--- src/rtl/bram_burst_reader.sv ---
`default_nettype none
// ============================================================================
// Module   : bram_burst_reader
// Purpose  : Turns {address, length} commands into BRAM byte bursts returned
//            as a valid/ready stream, absorbing the BRAM read latency.
// Revision : 1.0 - initial release
// ============================================================================
module bram_burst_reader #(
  parameter int ADDR_W     = 12,
  parameter int DATA_W     = 8,
  parameter int RD_LAT     = 2,
  parameter int FIFO_DEPTH = 4   // power of 2, >= RD_LAT+1
) (
  input  logic              clk,
  input  logic              rst,
  input  logic              cmd_valid,
  output logic              cmd_ready,
  input  logic [ADDR_W-1:0] cmd_addr,
  input  logic [ADDR_W-1:0] cmd_len_m1,
  output logic              mem_rden,
  output logic [ADDR_W-1:0] mem_rdaddress,
  input  logic [DATA_W-1:0] mem_q,
  output logic              out_valid,
  input  logic              out_ready,
  output logic [DATA_W-1:0] out_data,
  output logic              out_last,
  output logic              busy
);

  localparam int c_PTR_W = (FIFO_DEPTH > 1) ? $clog2(FIFO_DEPTH) : 1;
  localparam int c_CNT_W = $clog2(FIFO_DEPTH + RD_LAT + 1) + 1;

  typedef enum logic [1:0] {
    S_IDLE  = 2'd0,
    S_ISSUE = 2'd1,
    S_DRAIN = 2'd2
  } state_t;

  state_t              r_state;
  state_t              w_next_state;
  logic [ADDR_W-1:0]   r_addr;
  logic [ADDR_W-1:0]   r_remaining;
  logic [RD_LAT-1:0]   r_tag_valid;
  logic [RD_LAT-1:0]   r_tag_last;
  logic [DATA_W-1:0]   r_fifo_data [FIFO_DEPTH];
  logic                r_fifo_last [FIFO_DEPTH];
  logic [c_PTR_W-1:0]  r_wr_ptr;
  logic [c_PTR_W-1:0]  r_rd_ptr;
  logic [c_CNT_W-1:0]  r_fifo_count;
  logic [c_CNT_W-1:0]  w_inflight;
  logic [c_CNT_W-1:0]  w_occupancy;
  logic                w_credit;
  logic                w_issue;
  logic                w_accept;
  logic                w_push;
  logic                w_pop;

  assign w_accept      = (r_state == S_IDLE) && cmd_valid;
  assign w_push        = r_tag_valid[RD_LAT-1];
  assign w_pop         = out_valid && out_ready;
  assign cmd_ready     = (r_state == S_IDLE);
  assign busy          = (r_state != S_IDLE);
  assign mem_rden      = w_issue;
  assign mem_rdaddress = r_addr;
  assign out_valid     = (r_fifo_count != '0);
  assign out_data      = r_fifo_data[r_rd_ptr];
  assign out_last      = r_fifo_last[r_rd_ptr];

  // Credit covers bytes already buffered plus reads still in the BRAM pipe,
  // so every read issued is guaranteed a FIFO slot when its data lands.
  always_comb begin
    w_inflight = '0;
    for (int i = 0; i < RD_LAT; i++) begin
      w_inflight = w_inflight + c_CNT_W'(r_tag_valid[i]);
    end
  end

  assign w_occupancy = r_fifo_count + w_inflight;
  assign w_credit    = (w_occupancy < c_CNT_W'(FIFO_DEPTH));

  always_comb begin
    w_next_state = r_state;
    w_issue      = 1'b0;
    case (r_state)
      S_IDLE: begin
        if (cmd_valid) w_next_state = S_ISSUE;
      end
      S_ISSUE: begin
        if (w_credit) begin
          w_issue = 1'b1;
          if (r_remaining == '0) w_next_state = S_DRAIN;
        end
      end
      S_DRAIN: begin
        if (w_pop && out_last) w_next_state = S_IDLE;
      end
      default: w_next_state = S_IDLE;
    endcase
  end

  always_ff @(posedge clk or posedge rst) begin
    if (rst) begin
      r_state     <= S_IDLE;
      r_addr      <= '0;
      r_remaining <= '0;
    end else begin
      r_state <= w_next_state;
      if (w_accept) begin
        r_addr      <= cmd_addr;
        r_remaining <= cmd_len_m1;
      end else if (w_issue) begin
        r_addr      <= r_addr + 1'b1;
        r_remaining <= r_remaining - 1'b1;
      end
    end
  end

  // Tag pipe mirrors the BRAM read pipeline; the exiting tag marks the one
  // cycle in which mem_q holds the requested byte.
  always_ff @(posedge clk or posedge rst) begin
    if (rst) begin
      r_tag_valid <= '0;
      r_tag_last  <= '0;
    end else begin
      r_tag_valid[0] <= w_issue;
      r_tag_last[0]  <= w_issue && (r_remaining == '0);
      for (int i = 1; i < RD_LAT; i++) begin
        r_tag_valid[i] <= r_tag_valid[i-1];
        r_tag_last[i]  <= r_tag_last[i-1];
      end
    end
  end

  always_ff @(posedge clk or posedge rst) begin
    if (rst) begin
      r_wr_ptr     <= '0;
      r_rd_ptr     <= '0;
      r_fifo_count <= '0;
      for (int i = 0; i < FIFO_DEPTH; i++) begin
        r_fifo_data[i] <= '0;
        r_fifo_last[i] <= 1'b0;
      end
    end else begin
      if (w_push) begin
        r_fifo_data[r_wr_ptr] <= mem_q;
        r_fifo_last[r_wr_ptr] <= r_tag_last[RD_LAT-1];
        r_wr_ptr              <= r_wr_ptr + 1'b1;
      end
      if (w_pop) begin
        r_rd_ptr <= r_rd_ptr + 1'b1;
      end
      case ({w_push, w_pop})
        2'b10:   r_fifo_count <= r_fifo_count + 1'b1;
        2'b01:   r_fifo_count <= r_fifo_count - 1'b1;
        default: r_fifo_count <= r_fifo_count;
      endcase
    end
  end

endmodule
`default_nettype wire

--- config.mk ---
export PLATFORM = sky130hd
export DESIGN_NAME = bram_burst_reader
export DESIGN_NICKNAME = d
export VERILOG_FILES = /design/src/rtl/bram_burst_reader.sv
export SDC_FILE = /design/constraint.sdc
export NUM_CORES = 1
export LEC_CHECK = 0
export ABC_CLOCK_PERIOD_IN_PS = 3400
export CELL_PAD_IN_SITES_DETAIL_PLACEMENT = 1
export CELL_PAD_IN_SITES_GLOBAL_PLACEMENT = 2
export CORE_MARGIN = 1
export CORE_UTILIZATION = 35
export DETAILED_ROUTE_END_ITERATION = 10
export PLACE_DENSITY_LB_ADDON = 0.3
export SLEW_MARGIN = 20
export SYNTH_ARGS = -nofsm -noshare
export SYNTH_HDL_FRONTEND = slang
export SYNTH_SLANG_ARGS = --single-unit
--- constraint.sdc ---
create_clock -name clk -period 3.4 [get_ports clk]
set_clock_uncertainty 0.1 [all_clocks]
set_input_delay 0.51 -clock clk [delete_from_list [all_inputs] [get_ports clk]]
set_output_delay 0.51 -clock clk [all_outputs]
set_load 0.02 [all_outputs]
==> results.md, run 1 <==
STA:
- The worst pin sits at a relative slew slack of 43.0%.
- The count of pins over their slew limit is 0.
- The setup TNS after final layout is 0 ns.
- At the pin with the least slew margin, the transition time is 0.853 ns.
- The minimum period implied by the final worst setup slack is 3.03 ns.
- The final-report setup violation count is 0.
- The total count of hold-check failures in the final report is 0.
- Setup repair after global routing left no endpoint under its margin.
- The fmax is 330 MHz.
- The final critical path takes up 89.2% of the cycle.

Power and ir drop:
- In this run the power density over the cells is slightly above 800 mW/mm^2.
- The worst-case IR drop observed on VDD is between 0.0003 and 0.0004 V.
- Summed over all cells, the static leakage comes to 0.00190 uW.

Synthesis:
- Synthesis instantiated 44 different standard cells from the library.
- Synthesis produced a netlist with a net count of 368.
- The total of warnings raised by yosys is 0.
- The mapped cell area is between 0.003 and 0.004 mm^2.
- The synthesized design devotes to its leading area cell type approximately half of total area.
- Synthesis inferred 74 register bits.
- Synthesis produced between 300 and 400 cells.
- The cell type contributing the most total cell area after synthesis is sky130_fd_sc_hd__dfrtp_1.
- The cell with the most instances after synthesis is sky130_fd_sc_hd__dfrtp_1.
- Yosys attributes the largest share of cell area to sky130_fd_sc_hd__dfrtp_1 (49%), sky130_fd_sc_hd__mux2_2 (11%), sky130_fd_sc_hd__mux4_2 (5.4%).
- The share of flip-flops with an asynchronous set or reset is 100%.
- Summing the sequential cell areas from Yosys gives 49.5% of the chip area.
- The number of enable-type register cells in the synthesized netlist is 0.
- A synthesized cell averages approximately 12 um^2.
- By count the netlist is led by sky130_fd_sc_hd__dfrtp_1 (74), sky130_fd_sc_hd__mux2_2 (38), sky130_fd_sc_hd__nor2_1 (31).
- Among all flip-flop cells after synthesis, the most frequent one is sky130_fd_sc_hd__dfrtp_1.

Worst setup path:
- The number of cells on the worst reg-to-reg path is 7.
- The capturing element type of the critical path is a primary output.
- At the worst endpoint, the required time is about 2.8 ns.
- The worst setup path is launched from a register.
- Of all nets on the critical path, the largest fanout is 6.
- The worst register-to-register path begins at r_fifo_count[0].
- The slowest stage of the critical path is the sky130_fd_sc_hd__clkdlybuf4s50_1 cell.
- Setup slack on the worst reg-to-reg path comes out at 0.93 ns.
- The endpoint of the most critical register-to-register path is mem_rdaddress[8].
- The peak per-stage delay on the critical path is approximately 0.55 ns.
- The critical path goes through ha_1 -> a21oi_2 -> nor3_2 -> o21ai_2 -> inv_1 -> clkdlybuf4s50_1.
- The top cell family by delay on the critical path is buffers and inverters.
- The start-to-end type of the worst setup path is reg2out.
- The critical path arrival is 2.42 ns.
- Counting both buffers and inverters, the worst setup path holds a total of 2.

Floorplanning:
- The initial core utilization is 36.3%.
- The number of cell rows is 37.
- The die outline width is 105 um.
- The boundary pin count is 61.
- The core region is a little over 0.01 mm^2.
- The die covers 0.0111 mm^2.
- The height of the die is 105 um.

Clocking:
- The clock insertion delay at the later pin of the skew report is 0.35 ns.
- Clock-pin slew was measured on the worst setup and hold paths at around 0.08 ns.
- The number of H-tree branching levels is 3.
- The maximum buffer depth of the clock tree is 2.
- The total clock buffers created by CTS is 9.
- Buffers added to address setup during post-CTS repair amount to 0.
- The TritonCTS clock tree is done.
- The clock drives 74 sinks.
- Clock tree synthesis selected as its root buffer the cell sky130_fd_sc_hd__clkbuf_8.
- Buffers inserted to repair hold after CTS numbered 0.
- Gates resized during post-CTS repair numbered 0.

Job:
- The number of max-cap violations is 0.

Final layout:
- The sequential cell area in the final layout is 0.00185 mm^2.
- Summing all multi-input logic gate instances after layout gives 0.00179 mm^2.
- Counting the fill cells in the layout gives 1113.
- The number of nets in the layout is 431.
- The fraction of final layout cells sized beyond drive strength 1 is 19.1%.
- The post-layout instance count excluding filler cells is 524.
- The number of antenna cells inserted is 0.
- Compared with the post-synthesis result, the final layout area differs by 25.7%.

Place:
- Detailed placement ended at an HPWL of around 6.3 mm.
- Input and output buffers added on the ports amount to 60.
- The number of placed instances, taps included is about 510.
- The congestion estimate from routability-driven global placement came to ~0.73.

Global routing:
- The global-route wire length before repair is between 15 and 20 mm.
- Summed over all layers, the global routing overflow is 0.
- Global routing used 17.6% of the available tracks across all layers.
- The via count of the first global-routing pass was 3019.
- The initial antenna violation count is 0.
- The maximum number of pins on one net before global-route repair is 44.

Route:
- The number of vias after detailed routing is ~2.7k.
- The first TritonRoute pass finished after 4 iterations.
- In the routed design, unresolved DRC markers number 0.
- The remaining antenna violation count is 0.
- After detailed routing, the number of vias per cell comes to 5.21.
- The routed design has 8.77 mm of wire.
- After the first detailed-routing iteration, the DRC count stood at 108.
- The routed length per placed instance is 16.7 um.

Outcome:
- The run finished with clean final reports.

Hold path:
- The hold-critical path endpoint is r_tag_last[1].
- Counting instances, the worst hold path has a depth of 0.
- The tightest min-delay check is of the reg2reg type.
- The worst hold path begins at r_tag_last[0].
-- where the power goes --
| group | leakage, uW | switching, uW | internal, uW |
|---|---|---|---|
| combinational | 0.000928 | 770 | 895 |
| clock | 0.000101 | 340 | 375 |
| sequential | 0.000874 | 313 | 1210 |
| total | 0.00190 | 1420 | 2480 |
-- cell type report --
class / instances / share of cell area [%]
sequential: 74 / 39.4
multi-input combinational: 224 / 38.1
timing repair buffer: 65 / 13.8
tap: 136 / 3.62
clock buffer: 11 / 3.22
clock inverter: 4 / 1.09
inverter: 10 / 0.798
-- worst max path at each step --
| stage | start | cells after the start | endpoint |
|---|---|---|---|
| CTS | r_fifo_count[0] | 6 | mem_rden |
| global placement | r_fifo_count[0] | 6 | mem_rden |
| floorplan | rst | 1 | mem_rdaddress[0] |
| detailed placement | r_fifo_count[0] | 6 | mem_rden |
| global route | r_fifo_count[0] | 6 | mem_rden |
| finish | r_fifo_count[0] | 6 | mem_rden |
-- placed cells by master (no fill, tap or decap), drive strengths merged, types with 2 or more instances in the layout --
master / instances
nand4: 3
a211oi: 4
xnor2: 9
o2111ai: 4
mux2i: 2
inv: 10
a21o: 2
nand2b: 2
nor3: 6
and4b: 2
mux4: 9
a31oi: 4
o21ai: 7
a21oi: 25
or3: 4
o31ai: 2
mux2: 38
or4: 2
and3: 3
clkbuf: 11
nand2: 18
nor4: 2
dfrtp: 74
nand3: 2
ha: 11
nor2: 31
clkdlybuf4s50: 60
xor2: 16
o211ai: 7
clkinv: 2
buf: 5
-- metrics by stage --
step	area, um^2	util (%)	total power, uW	setup slack [ns]	hold slack (ns)
floorplan	3740	-	2620	0.908	0.231
CTS	4700	45.6	3950	0.338	0.257
global route	4700	45.6	4180	0.212	0.272
finish	4700	45.6	3900	0.367	0.257
global placement	4500	43.6	3150	0.792	0.234
detailed placement	4500	43.6	3220	0.728	0.239
-- per-layer routing --
layer  vias to the layer above  GRT usage (%)  share of wire [%]
met2                        60           28.9                 49
met4                         0           7.65                1.3
met3                        10           3.09                3.2
li1                       1286              -                  -
met5                         -              0                  0
met1                      1376           22.8                 46
-- sequential cells by signal, summed over array words and instances, names as in the netlist --
name,flops
mem_rdaddress,12
r_wr_ptr,2
r_fifo_data,32
r_fifo_count,4
r_tag_valid,2
r_tag_last,2
r_rd_ptr,2
r_remaining,12
r_fifo_last,4
r_state,2
-- cell families (layout without fill, tap and decap cells) --
| family | Yosys count | after routing | share of synthesized area (%) |
|---|---|---|---|
| buf+inv | 23 | 90 | 2.64 |
| fa+ha+maj | 11 | 11 | 3.68 |
| flops | 74 | 74 | 49.5 |
| compound gates | 58 | 58 | 10.4 |
| xor+xnor | 25 | 25 | 5.85 |
| simple gates | 81 | 81 | 10.6 |
| mux | 49 | 49 | 17.4 |
Power figures use the tool's default switching activity.
==> run 2: changes to the inputs <==
- MAX_ROUTING_LAYER: not set -> met4
==> results.md, run 2 (synthesis results as in run 1) <==
Job:
- The number of max-cap violations is 0 (unchanged).

Final layout:
- Leaving out fill and tap cells, the most frequent cell in the layout is sky130_fd_sc_hd__dfrtp_1.
- The number of nets in the layout was 431 (unchanged).
- In the layout the commonest cells are sky130_fd_sc_hd__dfrtp_1 (74), sky130_fd_sc_hd__clkdlybuf4s50_1 (60), sky130_fd_sc_hd__mux2_2 (38).
- The flip-flop count of the largest register after layout is 32 (unchanged).
- The design area came to 0.00470 mm^2 (unchanged).
- The number of antenna cells inserted is 0 (unchanged).
- The register with the most flip-flops in the final layout is r_fifo_data.
- The synthesis-to-finish area growth is 25.7% (unchanged).
- The fraction of final layout cells sized beyond drive strength 1 came to 19.1% (unchanged).
- The end-of-flow core utilization is 45.6% (unchanged).

Place:
- The weighted congestion at the end of routability-driven global placement is 0.738 (+1.2%).
- The half-perimeter wire length after placement is 6.26 mm (unchanged).
- The worst slack after detailed placement is 0.728 ns (unchanged).
- The placed standard-cell area is 0.00450 mm^2 (unchanged).
- The count of input and output buffers is 60 (unchanged).

Clocking:
- The number of gates resized after cts is 0 (unchanged).
- The tree is rooted in a sky130_fd_sc_hd__clkbuf_8.
- The count of hold buffers inserted by post-cts repair is 0 (unchanged).
- The total clock buffers created by CTS was 9 (unchanged).
- The maximum buffer depth of the clock tree is 2 (unchanged).
- The clock insertion delay at the later pin of the skew report was 0.35 ns (about the same).
- The TritonCTS clock tree is done.
- The number of buffers inserted to repair setup after CTS is 0 (unchanged).
- The number of H-tree branching levels is 3 (unchanged).
- The clock sink total was 74 (unchanged).
- The clock-pin slew reported for the worst setup and hold paths after clock tree synthesis came to 0.08 ns (about the same).

Worst setup path:
- The maximum net fanout on the critical path is 6 (unchanged).
- The sort of element at the start of the critical path is a register.
- The start-to-end type of the worst setup path is reg2out.
- The capturing element type of the critical path is a primary output.
- The reg-to-reg setup timing slack is 0.93 ns (about the same).
- The peak per-stage delay on the critical path is 0.55 ns (about the same).
- Traced cell by cell, the critical path runs through ha_1 -> a21oi_2 -> nor3_2 -> o21ai_2 -> inv_1 -> clkdlybuf4s50_1.
- The data required time at the worst endpoint is 2.79 ns (about the same).
- Among all stages on the critical path, the largest delay is contributed by sky130_fd_sc_hd__clkdlybuf4s50_1.
- The critical path arrival came to 2.42 ns (about the same).

Route:
- The remaining antenna violation count is 0 (unchanged).
- The routed length per placed instance is 16.7 um (-0.48%).
- The number of vias after detailed routing came to 2719 (-0.48%).
- The routed via count divided by cell count is 5.19 (-0.48%).
- The count of TritonRoute iterations in the first routing pass is 4 (unchanged).
- The initial detailed-routing violation count is 85 (-21%).
- The final routed wirelength across all metal layers came to 8.73 mm (-0.48%).
- The DRC violation count after routing is 0 (unchanged).

Global routing:
- The met3 global-route usage is 2.78% (-0.31 points).
- The layer flagged by global routing as most heavily used is met2.
- The maximum number of pins on one net before global-route repair came to 44 (unchanged).
- The global-route wire length before repair is 15.2 mm (unchanged).
- The total routing usage reported by global routing is 18.1% (+0.52 points).
- The total global routing overflow is 0 (unchanged).
- The met2 global-route usage is 28.9% (+0.047 points).
- The via count of the first global-routing pass was 3008 (-0.36%).
- The initial antenna violation count was 0 (unchanged).
- The fraction of met1 tracks used by global routing is 23.0% (+0.20 points).

STA:
- The relative slew slack is 44.6% (+1.6 points).
- The setup TNS after final layout came to 0 ns (unchanged).
- The final-report setup violation count is 0 (unchanged).
- The total count of hold-check failures in the final report is 0 (unchanged).
- The fmax is 330 MHz (+0.10%).
- Setup repair after global routing left no endpoint under its margin.
- The worst setup slack after layout was 0.371 ns (+0.00318 ns).
- The actual slew at the worst max-slew pin is 0.828 ns (-0.0247 ns).
- The final critical-path share of the clock period is 89.1% (-0.094 points).
- The minimum period implied by the final worst setup slack is 3.03 ns (-0.00318 ns).
- The count of pins over their slew limit is 0 (unchanged).

Power and ir drop:
- The part of the total power dissipated in the clock network is 18.3% (about the same).
- The portion of total power attributed to combinational logic was 42.7% (about the same).
- The switching part of the total is 36.5% (about the same).
- The power density over cell area is 829 mW/mm^2 (about the same).
- The internal power is 2480 uW (about the same).
- The switching power is 1420 uW (about the same).
- The leakage power is 0.00190 uW (unchanged).
- The total power consumption of the routed design came to 3900 uW (about the same).
- The sequential fraction of design power is 39.0% (about the same).
- The maximum vdd drop is 0.000393 V (about the same).

Outcome:
- The run finished with clean final reports.

Floorplanning:
- The initial core utilization is 36.3% (unchanged).
- The boundary pin count is 61 (unchanged).
- The core outline area is 0.0103 mm^2 (unchanged).
- The number of cell rows came to 37 (unchanged).
- The die area is 0.0111 mm^2 (unchanged).
- The height of the die is 105 um (unchanged).
- The die outline width is 105 um (unchanged).

Hold path:
- The tightest min-delay check is of the reg2reg type.
run 2: final timing paths:
check                                startpoint               end  cells past startpoint
worst min-delay path              r_tag_last[0]     r_tag_last[1]                      0
min in group asynchronous                   rst   r_fifo_data[19]                      2
worst min register to register    r_tag_last[0]     r_tag_last[1]                      0
worst max register to register  r_fifo_count[0]  mem_rdaddress[8]                      7
max in group asynchronous                   rst    r_remaining[4]                      3
worst max-delay path            r_fifo_count[0]          mem_rden                      6
run 2: area by class of cell:
| type | count | area (um^2) |
|---|---|---|
| clock buffers | 11 | 151 |
| clock inverters | 4 | 51.3 |
| fillers | 1113 | 5620 |
| inverters | 10 | 37.5 |
| multi-input cells | 224 | 1790 |
| flip-flops and latches | 74 | 1850 |
| well taps | 136 | 170 |
| repair buffers | 65 | 651 |
run 2: per-stage QoR:
stage / hold WS [ns] / std cells
2_1_floorplan: 0.231 / 321
3_3_place_gp: 0.234 / 509
3_5_place_dp: 0.239 / 509
4_1_cts: 0.257 / 524
5_1_grt: 0.272 / 524
6_report: 0.256 / 524
run 2: critical path, delay by kind of cell (launching register included):
| family | cells | cell delay, ns |
|---|---|---|
| buffers and inverters | 2 | 0.66 |
| AO/OA/AOI/OAI | 2 | 0.54 |
| flip-flops | 1 | 0.45 |
| adder cells (fa/ha/maj) | 1 | 0.34 |
| AND/OR/NAND/NOR | 1 | 0.08 |
run 2: power by group through the flow:
stage	Sequential (uW)	Combinational, uW	Clock, uW
2_1_floorplan	1420	1200	0
3_3_place_gp	1520	1630	0
3_5_place_dp	1540	1680	0
4_1_cts	1520	1690	734
5_1_grt	1580	1830	773
6_report	1520	1670	713
run 2: per-layer routing:
metal  vias up  share of wire (%)
met5         -                  0
met4         0                1.5
met2        56                 49
met3        13                2.9
met1      1364                 47
li1       1286                  -
==> run 3: changes to the inputs <==
- ABC_CLOCK_PERIOD_IN_PS: 3400 -> 2700
- CORE_UTILIZATION: 35 -> 32
- GPL_ROUTABILITY_DRIVEN: not set -> 0
- clock period: 3.4 -> 2.7 ns (I/O delays scaled with it)
==> results.md, run 3 (synthesis results as in run 1) <==
Outcome:
- The run finished with clean final reports.

STA:
- Static timing analysis puts the maximum clock frequency at approximately 400 MHz.
- The total count of hold-check failures in the final report is 0 (unchanged).
- Setup repair after global routing left no endpoint under its margin.
- The setup TNS after final layout was 0 ns (unchanged).
- The final critical-path share of the clock period is a little over nine tenths.
- The count of pins over their slew limit is 0 (unchanged).
- The actual slew at the worst max-slew pin is 0.609 ns (-0.220 ns).
- The minimum period implied by the final worst setup slack is roughly 2.6 ns.
- The relative slew slack is 59.1% (+14 points).
- The final-report setup violation count was 0 (unchanged).

Place:
- The placed standard-cell area is 0.00457 mm^2 (+1.4%).
- The count of input and output buffers is 60 (unchanged).
- The half-perimeter wire length after placement is 6.46 mm (+3.2%).

Clocking:
- The count of hold buffers inserted by post-cts repair came to 0 (unchanged).
- The clock sink total is 74 (unchanged).
- The clock insertion delay at the later pin of the skew report came to 0.33 ns (-0.02 ns).
- The clock-pin slew reported for the worst setup and hold paths after clock tree synthesis is 0.06 ns (-0.02 ns).
- The total clock buffers created by CTS is 9 (unchanged).
- The number of H-tree branching levels came to 3 (unchanged).
- The maximum buffer depth of the clock tree is 2 (unchanged).
- The TritonCTS clock tree is done.
- In this run the clock root is driven by a sky130_fd_sc_hd__clkbuf_16.

Floorplanning:
- The number of cell rows is 39 (+5.4%).
- The die outline width is 110 um (+4.5%).
- The die area is 0.0121 mm^2 (+9.2%).
- The core outline area is 0.0114 mm^2 (+11%).
- The boundary pin count is 61 (unchanged).
- The initial core utilization is 32.8% (-3.5 points).
- The height of the die came to 110 um (+4.5%).

Worst setup path:
- The endpoint identified for the worst register-to-register timing path is mem_rdaddress[8].
- The maximum net fanout on the critical path is 8 (+2).
- The data required time at the worst endpoint is 2.19 ns (-0.60 ns).
- The worst register-to-register path begins at r_fifo_count[0].
- In this run the worst setup path begins at r_rd_ptr[0].
- The critical path arrival is 2.06 ns (-0.36 ns).
- The start-to-end type of the worst setup path is reg2out.
- The logic depth of the worst register-to-register path is 7 (unchanged).
- The endpoint of the worst setup timing path is out_data[5].
- The capturing element type of the critical path is a primary output.
- The reg-to-reg setup timing slack is 0.28 ns (-0.65 ns).
- STA classifies the critical path startpoint as a register.

Final layout:
- The number of nets in the layout came to 440 (+2.1%).
- The synthesis-to-finish area growth is 29.8%.
- The number of antenna cells inserted was 0 (unchanged).
- The library cells used most frequently in the layout, excluding fill and tap cells, are sky130_fd_sc_hd__dfrtp_1 (73), sky130_fd_sc_hd__clkdlybuf4s50_1 (59), sky130_fd_sc_hd__mux2_2 (38).
- The flip-flop count of the largest register after layout is 32 (unchanged).
- r_fifo_data holds more flip-flops than any other register.
- The fraction of final layout cells sized beyond drive strength 1 was 21.2% (+2.1 points).
- The design area came to 0.00486 mm^2 (+3.3%).
- The commonest non-fill, non-tap cell in the layout is sky130_fd_sc_hd__dfrtp_1.

Route:
- The count of TritonRoute iterations in the first routing pass is 4 (unchanged).
- The final routed wirelength across all metal layers is 8.84 mm (+1.3%).
- The number of vias after detailed routing is 2730 (+0.40%).
- The DRC violation count after routing was 0 (unchanged).
- The initial detailed-routing violation count is 88 (+3.5%).
- The remaining antenna violation count came to 0 (unchanged).
- The routed via count divided by cell count was 5.06 (-2.6%).
- The routed length per placed instance is 16.4 um (-1.7%).

Global routing:
- The total routing usage reported by global routing came to 16.5% (-1.6 points).
- The initial antenna violation count was 0 (unchanged).
- The via count of the first global-routing pass is 2840 (-5.6%).
- The global-route wire length before repair came to 14.5 mm (-4.8%).
- The maximum number of pins on one net before global-route repair is 25 (-43%).
- The total global routing overflow was 0 (unchanged).

Power and ir drop:
- The maximum vdd drop was 0.000551 V (+40%).
- The power density over cell area is 1080 mW/mm^2 (+30%).
- The leakage power came to 0.00198 uW (+4.1%).

Hold path:
- The type of the tightest min-delay check is reg2reg.

Job:
- The number of max-cap violations is 0 (unchanged).
## run 3: critical path, cell delays in order, from the launching register on
cell,delay (ns)
sky130_fd_sc_hd__dfrtp_2,0.43
sky130_fd_sc_hd__buf_4,0.23
sky130_fd_sc_hd__mux4_2,0.51
sky130_fd_sc_hd__clkdlybuf4s50_1,0.55
## run 3: routing by layer
layer | vias to the layer above | wire length, um | track usage, %
met5 | - | 0 | -
met4 | 0 | 138 | 6.20
met3 | 14 | 266 | 2.65
met2 | 56 | 4440 | 27.5
met1 | 1353 | 4000 | 20.2
li1 | 1307 | - | -
## run 3: worst min-delay path by stage
stage | cells past startpoint | to | startpoint
after floorplan | 0 | r_tag_last[1] | r_tag_last[0]
after global placement | 0 | r_tag_last[1] | r_tag_last[0]
after detailed placement | 0 | r_tag_last[1] | r_tag_last[0]
after CTS | 0 | r_tag_last[1] | r_tag_last[0]
after global routing | 0 | r_tag_last[1] | r_tag_last[0]
final | 0 | r_tag_last[1] | r_tag_last[0]
## run 3: area by class of cell
| class | count | area, um^2 |
|---|---|---|
| Tap cell | 143 | 179 |
| Sequential cell | 74 | 1850 |
| Multi-Input combinational cell | 224 | 1790 |
| Fill cell | 1248 | 6560 |
| Timing Repair Buffer | 74 | 704 |
| Clock inverter | 6 | 67.6 |
| Inverter | 10 | 37.5 |
| Clock buffer | 9 | 225 |
## run 3: timing repair
action | CTS | global route
setup endpoints to repair | 1 | 6
setup buffers | 0 | 0
resized for setup | 1 | 1
## run 3: report_power, final
group          internal (uW)  switching [uW]  total (uW)
logic                   1160            1010        2170
clock network            713             482        1200
registers               1520             359        1880
## run 3: per-stage QoR
stage	utilization (%)	hold slack [ns]	setup WS, ns	total power [uW]	std cells
final	42.5	0.247	0.135	5250	540
after global routing	42.5	0.256	0.0353	5610	540
after CTS	42.5	0.250	0.00964	5330	540
after detailed placement	40.0	0.237	0.275	4110	525
after global placement	40.0	0.232	0.314	4020	525
after floorplan	-	0.231	0.313	3300	321
